===== src/rtl/uc_sequencer_if.sv =====
// Bus bundle between the uc_sequencer and its environment: run control,
// instruction/data memory handshakes, ALU flags and the sequencer status outputs.
interface uc_sequencer_if #(
  parameter int PC_W = 8
);
  logic            run;
  logic [8:0]      imem_instr;
  logic            imem_ack;
  logic            dmem_ack;
  logic [1:0]      flags;
  logic [PC_W-1:0] pc;
  logic            imem_req;
  logic [8:0]      instr;
  logic            dmem_req;
  logic            exec;
  logic            halted;
  logic            fault;
  logic [2:0]      state;

  modport slave (
    input  run, imem_instr, imem_ack, dmem_ack, flags,
    output pc, imem_req, instr, dmem_req, exec, halted, fault, state
  );

  modport master (
    output run, imem_instr, imem_ack, dmem_ack, flags,
    input  pc, imem_req, instr, dmem_req, exec, halted, fault, state
  );
endinterface


===== src/rtl/uc_sequencer.sv =====
// Fetch/decode/execute sequencer for the 9-bit microprocessor: owns PC and IR,
// handshakes with instruction/data memory, commits with a one-cycle strobe.
module uc_sequencer #(
  parameter int PC_W        = 8,
  parameter int MEM_TIMEOUT = 15
) (
  input  logic          clk,
  input  logic          rst,
  uc_sequencer_if.slave bus
);
  localparam int TW = (MEM_TIMEOUT > 1) ? $clog2(MEM_TIMEOUT) : 1;
  localparam logic [TW-1:0] TMO_LAST = TW'(MEM_TIMEOUT - 1);

  typedef enum logic [2:0] {
    IDLE   = 3'd0,
    FETCH  = 3'd1,
    DECODE = 3'd2,
    MEM    = 3'd3,
    EXEC   = 3'd4,
    HALT   = 3'd5,
    FAULT  = 3'd6
  } state_t;

  state_t          state_r, next_s;
  logic [TW-1:0]   tmo_r;
  logic            tmo_hit_s;
  logic            jump_taken_s;
  logic [PC_W-1:0] pc_r, pc_s;
  logic [8:0]      ir_r, ir_s;
  logic            imem_req_r, imem_req_s;
  logic            dmem_req_r, dmem_req_s;
  logic            exec_r, exec_s;
  logic            halted_r, halted_s;
  logic            fault_r, fault_s;

  assign tmo_hit_s = (tmo_r == TMO_LAST);

  // State register
  always_ff @(posedge clk or posedge rst) begin
    if (rst) begin
      state_r <= IDLE;
    end else begin
      state_r <= next_s;
    end
  end

  // Wait-cycle counter: restarts on every state entry, counts only while waiting on memory
  always_ff @(posedge clk or posedge rst) begin
    if (rst) begin
      tmo_r <= {TW{1'b0}};
    end else if (next_s != state_r) begin
      tmo_r <= {TW{1'b0}};
    end else if (state_r == FETCH || state_r == MEM) begin
      tmo_r <= tmo_r + TW'(1);
    end else begin
      tmo_r <= {TW{1'b0}};
    end
  end

  // Next-state logic
  always_comb begin
    next_s = state_r;
    case (state_r)
      IDLE:   next_s = bus.run ? FETCH : IDLE;
      FETCH: begin
        if (bus.imem_ack) begin
          next_s = DECODE;
        end else if (tmo_hit_s) begin
          next_s = FAULT;
        end else begin
          next_s = FETCH;
        end
      end
      DECODE: begin
        if (ir_r[8] == 1'b0) begin
          next_s = MEM;
        end else if (ir_r == 9'h1FF) begin
          next_s = HALT;
        end else begin
          next_s = EXEC;
        end
      end
      MEM: begin
        if (bus.dmem_ack) begin
          next_s = EXEC;
        end else if (tmo_hit_s) begin
          next_s = FAULT;
        end else begin
          next_s = MEM;
        end
      end
      EXEC:   next_s = bus.run ? FETCH : IDLE;
      HALT:   next_s = HALT;
      FAULT:  next_s = FAULT;
      default: next_s = IDLE;
    endcase
  end

  // Output logic: next values of the registered outputs, PC and IR
  always_comb begin
    jump_taken_s = 1'b0;
    case (ir_r[5:4])
      2'b00:   jump_taken_s = 1'b1;
      2'b01:   jump_taken_s = bus.flags[0];
      2'b10:   jump_taken_s = bus.flags[1];
      2'b11:   jump_taken_s = ~bus.flags[0];
      default: jump_taken_s = 1'b0;
    endcase

    if (state_r == FETCH && bus.imem_ack) begin
      ir_s = bus.imem_instr;
    end else begin
      ir_s = ir_r;
    end

    // Flags are sampled on the EXEC edge; jump targets are zero-extended args[3:0]
    if (state_r == EXEC) begin
      if (ir_r[8:6] == 3'b110 && jump_taken_s) begin
        pc_s = PC_W'(ir_r[3:0]);
      end else begin
        pc_s = pc_r + PC_W'(1);
      end
    end else begin
      pc_s = pc_r;
    end

    imem_req_s = (next_s == FETCH);
    dmem_req_s = (next_s == MEM);
    exec_s     = (next_s == EXEC);
    halted_s   = (next_s == HALT);
    fault_s    = (next_s == FAULT);
  end

  // Output registers
  always_ff @(posedge clk or posedge rst) begin
    if (rst) begin
      pc_r       <= {PC_W{1'b0}};
      ir_r       <= 9'h000;
      imem_req_r <= 1'b0;
      dmem_req_r <= 1'b0;
      exec_r     <= 1'b0;
      halted_r   <= 1'b0;
      fault_r    <= 1'b0;
    end else begin
      pc_r       <= pc_s;
      ir_r       <= ir_s;
      imem_req_r <= imem_req_s;
      dmem_req_r <= dmem_req_s;
      exec_r     <= exec_s;
      halted_r   <= halted_s;
      fault_r    <= fault_s;
    end
  end

  assign bus.pc       = pc_r;
  assign bus.instr    = ir_r;
  assign bus.imem_req = imem_req_r;
  assign bus.dmem_req = dmem_req_r;
  assign bus.exec     = exec_r;
  assign bus.halted   = halted_r;
  assign bus.fault    = fault_r;
  assign bus.state    = state_r;
endmodule


===== src/flat_wrapper.sv =====
// flat-port wrapper written by rule: the top's interface ports become plain ports
module uc_sequencer_flat 
#(
  parameter int PC_W        = 8,
  parameter int MEM_TIMEOUT = 15
)
  (clk, rst, bus_run, bus_imem_instr, bus_imem_ack, bus_dmem_ack, bus_flags, bus_pc, bus_imem_req, bus_instr, bus_dmem_req, bus_exec, bus_halted, bus_fault, bus_state);
  uc_sequencer_if #(.PC_W(PC_W)) bus_i ();
  input  logic clk;
  input  logic rst;
  input wire logic [$bits(bus_i.run)-1:0] bus_run;
  input wire logic [$bits(bus_i.imem_instr)-1:0] bus_imem_instr;
  input wire logic [$bits(bus_i.imem_ack)-1:0] bus_imem_ack;
  input wire logic [$bits(bus_i.dmem_ack)-1:0] bus_dmem_ack;
  input wire logic [$bits(bus_i.flags)-1:0] bus_flags;
  output wire logic [$bits(bus_i.pc)-1:0] bus_pc;
  output wire logic [$bits(bus_i.imem_req)-1:0] bus_imem_req;
  output wire logic [$bits(bus_i.instr)-1:0] bus_instr;
  output wire logic [$bits(bus_i.dmem_req)-1:0] bus_dmem_req;
  output wire logic [$bits(bus_i.exec)-1:0] bus_exec;
  output wire logic [$bits(bus_i.halted)-1:0] bus_halted;
  output wire logic [$bits(bus_i.fault)-1:0] bus_fault;
  output wire logic [$bits(bus_i.state)-1:0] bus_state;
  assign bus_i.run = bus_run;
  assign bus_i.imem_instr = bus_imem_instr;
  assign bus_i.imem_ack = bus_imem_ack;
  assign bus_i.dmem_ack = bus_dmem_ack;
  assign bus_i.flags = bus_flags;
  assign bus_pc = bus_i.pc;
  assign bus_imem_req = bus_i.imem_req;
  assign bus_instr = bus_i.instr;
  assign bus_dmem_req = bus_i.dmem_req;
  assign bus_exec = bus_i.exec;
  assign bus_halted = bus_i.halted;
  assign bus_fault = bus_i.fault;
  assign bus_state = bus_i.state;
  uc_sequencer #(.PC_W(PC_W), .MEM_TIMEOUT(MEM_TIMEOUT)) u_core (.clk(clk), .rst(rst), .bus(bus_i));
endmodule

===== config.mk =====
export PLATFORM = sky130hd
export DESIGN_NAME = uc_sequencer_flat
export DESIGN_NICKNAME = d
export VERILOG_FILES = /design/src/rtl/uc_sequencer_if.sv /design/src/rtl/uc_sequencer.sv /design/src/flat_wrapper.sv
export SDC_FILE = /design/constraint.sdc
export NUM_CORES = 1
export LEC_CHECK = 0
export BUFFER_PORTS_ARGS = -buffer_cell sky130_fd_sc_hd__buf_4
export CORE_AREA = 2 2 68 70
export CTS_CLUSTER_SIZE = 10
export DETAILED_ROUTE_END_ITERATION = 10
export DIE_AREA = 0 0 70 72
export MAX_ROUTING_LAYER = met4
export PLACE_DENSITY_LB_ADDON = 0.3
export SLEW_MARGIN = 30
export SYNTH_ARGS = -nofsm -noshare
export SYNTH_HDL_FRONTEND = slang
export SYNTH_SLANG_ARGS = --single-unit

===== constraint.sdc =====
create_clock -name clk -period 1.6 [get_ports clk]
set_input_delay 0.32 -clock clk [delete_from_list [all_inputs] [get_ports clk]]
set_output_delay 0.32 -clock clk [all_outputs]
set_load 0.02 [all_outputs]

# Word-level counts from Yosys, hierarchy flattened
# Cells that the tools add are included.
# totals
register_bits	29
latchBits	0
ram_bits	0
rom_bits	0
input_bits	16
out_inout_bits	25
memories	0
# op_classes
add_sub_neg	2
mul	0
n_div	0
order_cmp	0
eq_ne	18
n_shift	0
muxes	12
bitwise_logic	1
n_reduce_logical	6
# ops
cell	count
== test 3 bit, second input constant	7
one-hot mux 3 bit (6 select lines)	1
2-to-1 mux 3 bit	5
== test 3 x 2 -> 1 bit, second input constant	3
== test 9 bit, second input constant	1
adder 8 x 1 -> 8 bit, second input constant	1
2-to-1 mux 4 bit	2
2-to-1 mux 8 bit	1
== test 3 x 1 -> 1 bit, second input constant	2
adder 4 x 1 -> 4 bit, second input constant	1
== test 2 bit, second input constant	2
== test 4 bit, second input constant	1
one-hot mux 1 bit (4 select lines)	1
zero test 3 bit	1
inequality test 3 bit	1
== test 2 x 1 -> 1 bit, second input constant	1
logical AND 1 bit	2
zero test 2 bit	1
2-to-1 mux 1 bit	2
OR reduction 2 bit	1
logical OR 1 bit	1
inverter 1 bit	1

# Logic depth before layout (Yosys ltp)
# depth
depth_word	6
ltp_mapped	6

# Worst setup path before layout
# No wires, ideal clock.
# synth_path
path_type	register to register
from	register u_core.state_r[0] (netlist: u_core.bus.state[0])
to	register u_core.pc_r[3] (netlist: u_core.bus.pc[3])
t_arrival_ps	1483
slack_ps	-5
path_stages_with_launch	6
n_path_buf	1
synth_period_minus_slack_ps	1605
cell_sequence	dfrtp_1 > buf_2 > or3b_4 > or2_1 > xor2_1 > o21ai_2
# synth_between
elab_chain_cells	1
# synth_rtl
element	line	rtl
start, declared	uc_sequencer.sv:24	state_t state_r, next_s;
start signal, assigned	uc_sequencer.sv:43	state_r <= next_s;
== test 3 bit	uc_sequencer.sv:117	if (state_r == EXEC) begin
end signal, assigned	uc_sequencer.sv:137	pc_r <= {PC_W{1'b0}};
end signal, assigned	uc_sequencer.sv:145	pc_r <= pc_s;
end, declared	uc_sequencer.sv:28	logic [PC_W-1:0] pc_r, pc_s;
# No other way between the ends.
# A chain may end at the register's enable or synchronous reset.

# Final worst setup path
# layout_path
from	register u_core.state_r[1] (netlist: u_core.bus.state[1])
to	register u_core.ir_r[3] (netlist: u_core.bus.instr[3])
# layout_between
elab_chain_cells	2
# layout_rtl
element	line	rtl
== test 3 x 1 -> 1 bit	uc_sequencer.sv:110	if (state_r == FETCH && bus.imem_ack) begin
logical AND 1 bit	uc_sequencer.sv:110	
end signal, assigned	uc_sequencer.sv:146	ir_r <= ir_s;
end, declared	uc_sequencer.sv:29	logic [8:0] ir_r, ir_s;
# No other way between the ends.

==> qor_table.md <==
| Quantity | Value | Unit |
|:---|:---|:---|
| Result of the run | complete, no violations | - |
| Unrepaired setup endpoints after global routing | yes | - |
| Hold crit path type | in2async | - |
| Fin worst setup slack | 0.07267 | ns |
| Half-perimeter wire length after placement | 2391 | um |
| Clock tree from TritonCTS | built | - |
| Post-route clock period utilization | 95.46 | % |
| Minimum clock period after layout | 1.527 | ns |
| Share of synthesized registers carrying an async set or reset | 100.0 | % |
| Worst clock skew | 0.004363 | ns |
| Final-layout fill cell count | 416 | - |
| CTS Sinks | 29 | - |
| Maximum clock insertion buffer count | 2 | - |
| Core outline area | 4264 | um^2 |
| NumNets Final | 205 | - |
| Worst voltage drop across the vdd grid | 1.079 | mV |
| # setup viols final | 0 | - |
| Die Y-Extent | 72 | um |
| Growth of design area from synthesis to finish | 35.70 | % |
| Critical register-to-register path startpoint | u_core.bus.state[1] | - |
| Number of cells produced by synthesis | 132 | - |
| Transition at the pin with the smallest max-transition slack | 0.3915 | ns |
| Unique cell type count in the Yosys netlist | 44 | - |
| Post-placement cell area | 1882 | um^2 |
| Count of max-cap constraint violations | 0 | - |
| Mapped cell area | 1461 | um^2 |
| Count of pins over their slew limit | 0 | - |
| Headroom to the max-slew limit | 73.85 | % |
| Max Fclk | 654.7 | MHz |
| Crit path launch type | register | - |
| Mean instance size in the synthesized netlist | 11.07 | um^2 |
| Data arrival at the endpoint of the critical path | 1.69 | ns |
| CTS H-tree lvls | 2 | - |
| Number of post-CTS setup repair buffers | 0 | - |
| Leakage | 0.9005 | nW |
| Final instance area | 1983 | um^2 |
| Mean number of vias per cell | 4.929 | - |
| Global router's overall resource usage | 14.16 | % |
| Mapped Nets | 151 | - |
| Top cells by area, synth | sky130_fd_sc_hd__dfrtp_1 (50%), sky130_fd_sc_hd__mux2_2 (6.9%), sky130_fd_sc_hd__nor2_1 (3.6%) | - |
| WL per Instance | 12.97 | um |
| Cell taking the most area after synthesis | sky130_fd_sc_hd__dfrtp_1 | - |
| Largest net degree at the start of global routing | 30 | - |
| Required time at the endpoint of the critical path | 1.76 | ns |
| Starting DRT DRC Count | 45 | - |
| Post-Route Setup TNS | 0 | ns |
| Residual antenna-violating net count after detailed routing | 0 | - |
| Post-Route WL | 3099 | um |
| Area of the die | 5040 | um^2 |
| First-pass GRT wire length | 5506 | um |
| Prevailing post-synth register cell | sky130_fd_sc_hd__dfrtp_1 | - |
| Effective utilization at floorplan | 34.27 | % |
| Highest net fanout along the worst path | 10 | - |
| Num CTS Buffers | 5 | - |
| Final core occ | 46.51 | % |
| Worst Path Class, Setup | reg2reg | - |
| EDFF count, synth | 0 | - |
| Count of state elements after synthesis | 29 | - |
| Count of yosys warnings during synthesis | 0 | - |
| Proportion of layout cells with a drive suffix above 1 | 41.18 | % |
| Endpoints failing hold | 0 | - |
| Total vias in the final route | 1,178 | - |
| Diode insertion count for antenna repair | 0 | - |
| Final Total Pwr | 4.040 | mW |
| Clock transition at path regs | 0.06 | ns |
| Number of port buffers | 40 | - |
| Share of the synthesized area in the top cell type | 49.66 | % |
| Width of the die | 70 | um |
| Top-level I/O count | 41 | - |
| Tightest hold margin | 0.1139 | ns |
| Cell Count, Final, Fillers Out | 239 | - |
| Register area | 728.2 | um^2 |
| CP Capture Type | register | - |
| Antenna violations before repair | 0 | - |
| Aggregate global routing overflow | 0 | - |
| Root buf cell | sky130_fd_sc_hd__clkbuf_8 | - |
| Cell Count Post-Placement | 231 | - |
| Startpoint of the worst setup timing path | u_core.bus.state[1] | - |
| Vias in the first global route | 1,248 | - |
| Post-Place Worst Slack | -0.06811 | ns |
| Final weighted congestion in routability-driven placement | 0.8267 | - |
| Total power density per cell area | 2037 | nW/um^2 |
| Total number of placement rows | 24 | - |
| Latest clock arrival within the worst-skew pair | 0.28 | ns |
| Share of the yosys chip area belonging to registers | 49.66 | % |
| DRC violations left | 0 | - |
| Multi-input gate area in the final layout | 705.7 | um^2 |
| 1st-pass router iterations | 4 | - |
state kept, by name (all words and copies together) (netlist names):
name,flops
u_core.bus.pc,8
u_core.bus.fault,1
u_core.bus.imem_req,1
u_core.bus.dmem_req,1
u_core.bus.halted,1
u_core.bus.exec,1
u_core.tmo_r,4
u_core.bus.instr,9
u_core.bus.state,3
metal layers:
metal	track usage, %	vias up	wire [um]
met5	-	-	0
met3	4.167	10	135
met4	7.906	0	99
met1	15.85	558	1350
li1	-	583	-
met2	22.86	27	1514
layout make-up:
cell class / count / share of cell area, %
repair buffers: 51 / 19.31
multi-input cells: 94 / 35.58
flip-flops and latches: 29 / 36.72
well taps: 52 / 3.281
inverters: 5 / 0.9464
clock buffers: 6 / 3.659
clock inverters: 2 / 0.5047
critical path: stages, from the launching register on:
cell,delay (ns)
sky130_fd_sc_hd__dfrtp_2,0.48
sky130_fd_sc_hd__buf_4,0.18
sky130_fd_sc_hd__nor3b_1,0.19
sky130_fd_sc_hd__buf_4,0.21
sky130_fd_sc_hd__mux2_2,0.35
path summary, 6_finish.rpt:
check	to	slack (ns)	depth (start not counted)
worst max-delay path	u_core.bus.instr[3]	0.07	4
worst min-delay path	u_core.bus.pc[7]	0.11	3
worst max register to register	u_core.bus.instr[3]	0.07	4
worst min register to register	u_core.tmo_r[0]	0.54	2
max in group asynchronous	u_core.bus.state[0]	1.20	3
min in group clk	u_core.bus.instr[4]	0.27	2
cells by family (layout without fill, tap and decap cells):
group,Yosys count,count (layout),share of synthesized area [%]
xor gates and xnor gates,8,8,4.795
DFF,29,29,49.66
muxes,11,11,8.305
adders and majority gates,3,3,2.569
and+or+nand+nor,53,53,20.89
AOI/OAI and AO/OA,19,19,10.53
buffers and inverters,9,64,3.254
power breakdown:
group          internal, mW  switching (mW)
Combinational          1.02            1.05
Clock                 0.300           0.259
Sequential             1.05           0.357
Total                  2.37            1.67
repair_timing:
item,CTS,global route
gates resized for setup,1,4
hold buffers,0,0
setup endpoints to repair,4,15
pin swaps,3,1
cell usage after synthesis, types with 3 or more instances:
master and instances:
sky130_fd_sc_hd__dfrtp_1 29, sky130_fd_sc_hd__ha_1 3, sky130_fd_sc_hd__inv_1 5, sky130_fd_sc_hd__mux2_2 9, sky130_fd_sc_hd__nand2_1 6, sky130_fd_sc_hd__nand2b_1 3
sky130_fd_sc_hd__nand3_1 7, sky130_fd_sc_hd__nand4_1 4, sky130_fd_sc_hd__nor2_1 14, sky130_fd_sc_hd__xnor2_1 3, sky130_fd_sc_hd__xor2_1 5
cells in the final DEF, fill, tap and decap left out, types with 2 or more instances in the layout:
cell | Yosys | layout
sky130_fd_sc_hd__a211oi_1 | 2 | 2
sky130_fd_sc_hd__a21oi_1 | 2 | 2
sky130_fd_sc_hd__and2b_1 | 2 | 2
sky130_fd_sc_hd__and3b_1 | 2 | 2
sky130_fd_sc_hd__buf_4 | 1 | 51
sky130_fd_sc_hd__clkbuf_8 | 0 | 5
sky130_fd_sc_hd__clkinv_2 | 0 | 2
sky130_fd_sc_hd__dfrtp_1 | 29 | 27
sky130_fd_sc_hd__dfrtp_2 | 0 | 2
sky130_fd_sc_hd__ha_1 | 3 | 2
sky130_fd_sc_hd__inv_1 | 5 | 5
sky130_fd_sc_hd__mux2_2 | 9 | 9
sky130_fd_sc_hd__mux2i_1 | 2 | 2
sky130_fd_sc_hd__nand2_1 | 6 | 6
sky130_fd_sc_hd__nand2b_1 | 3 | 3
sky130_fd_sc_hd__nand3_1 | 7 | 7
sky130_fd_sc_hd__nand4_1 | 4 | 4
sky130_fd_sc_hd__nand4b_1 | 2 | 2
sky130_fd_sc_hd__nor2_1 | 14 | 14
sky130_fd_sc_hd__nor3b_1 | 2 | 2
sky130_fd_sc_hd__o21ai_0 | 2 | 2
sky130_fd_sc_hd__xnor2_1 | 3 | 3
sky130_fd_sc_hd__xor2_1 | 5 | 5
Note: power is estimated with default switching activity, not from simulation.
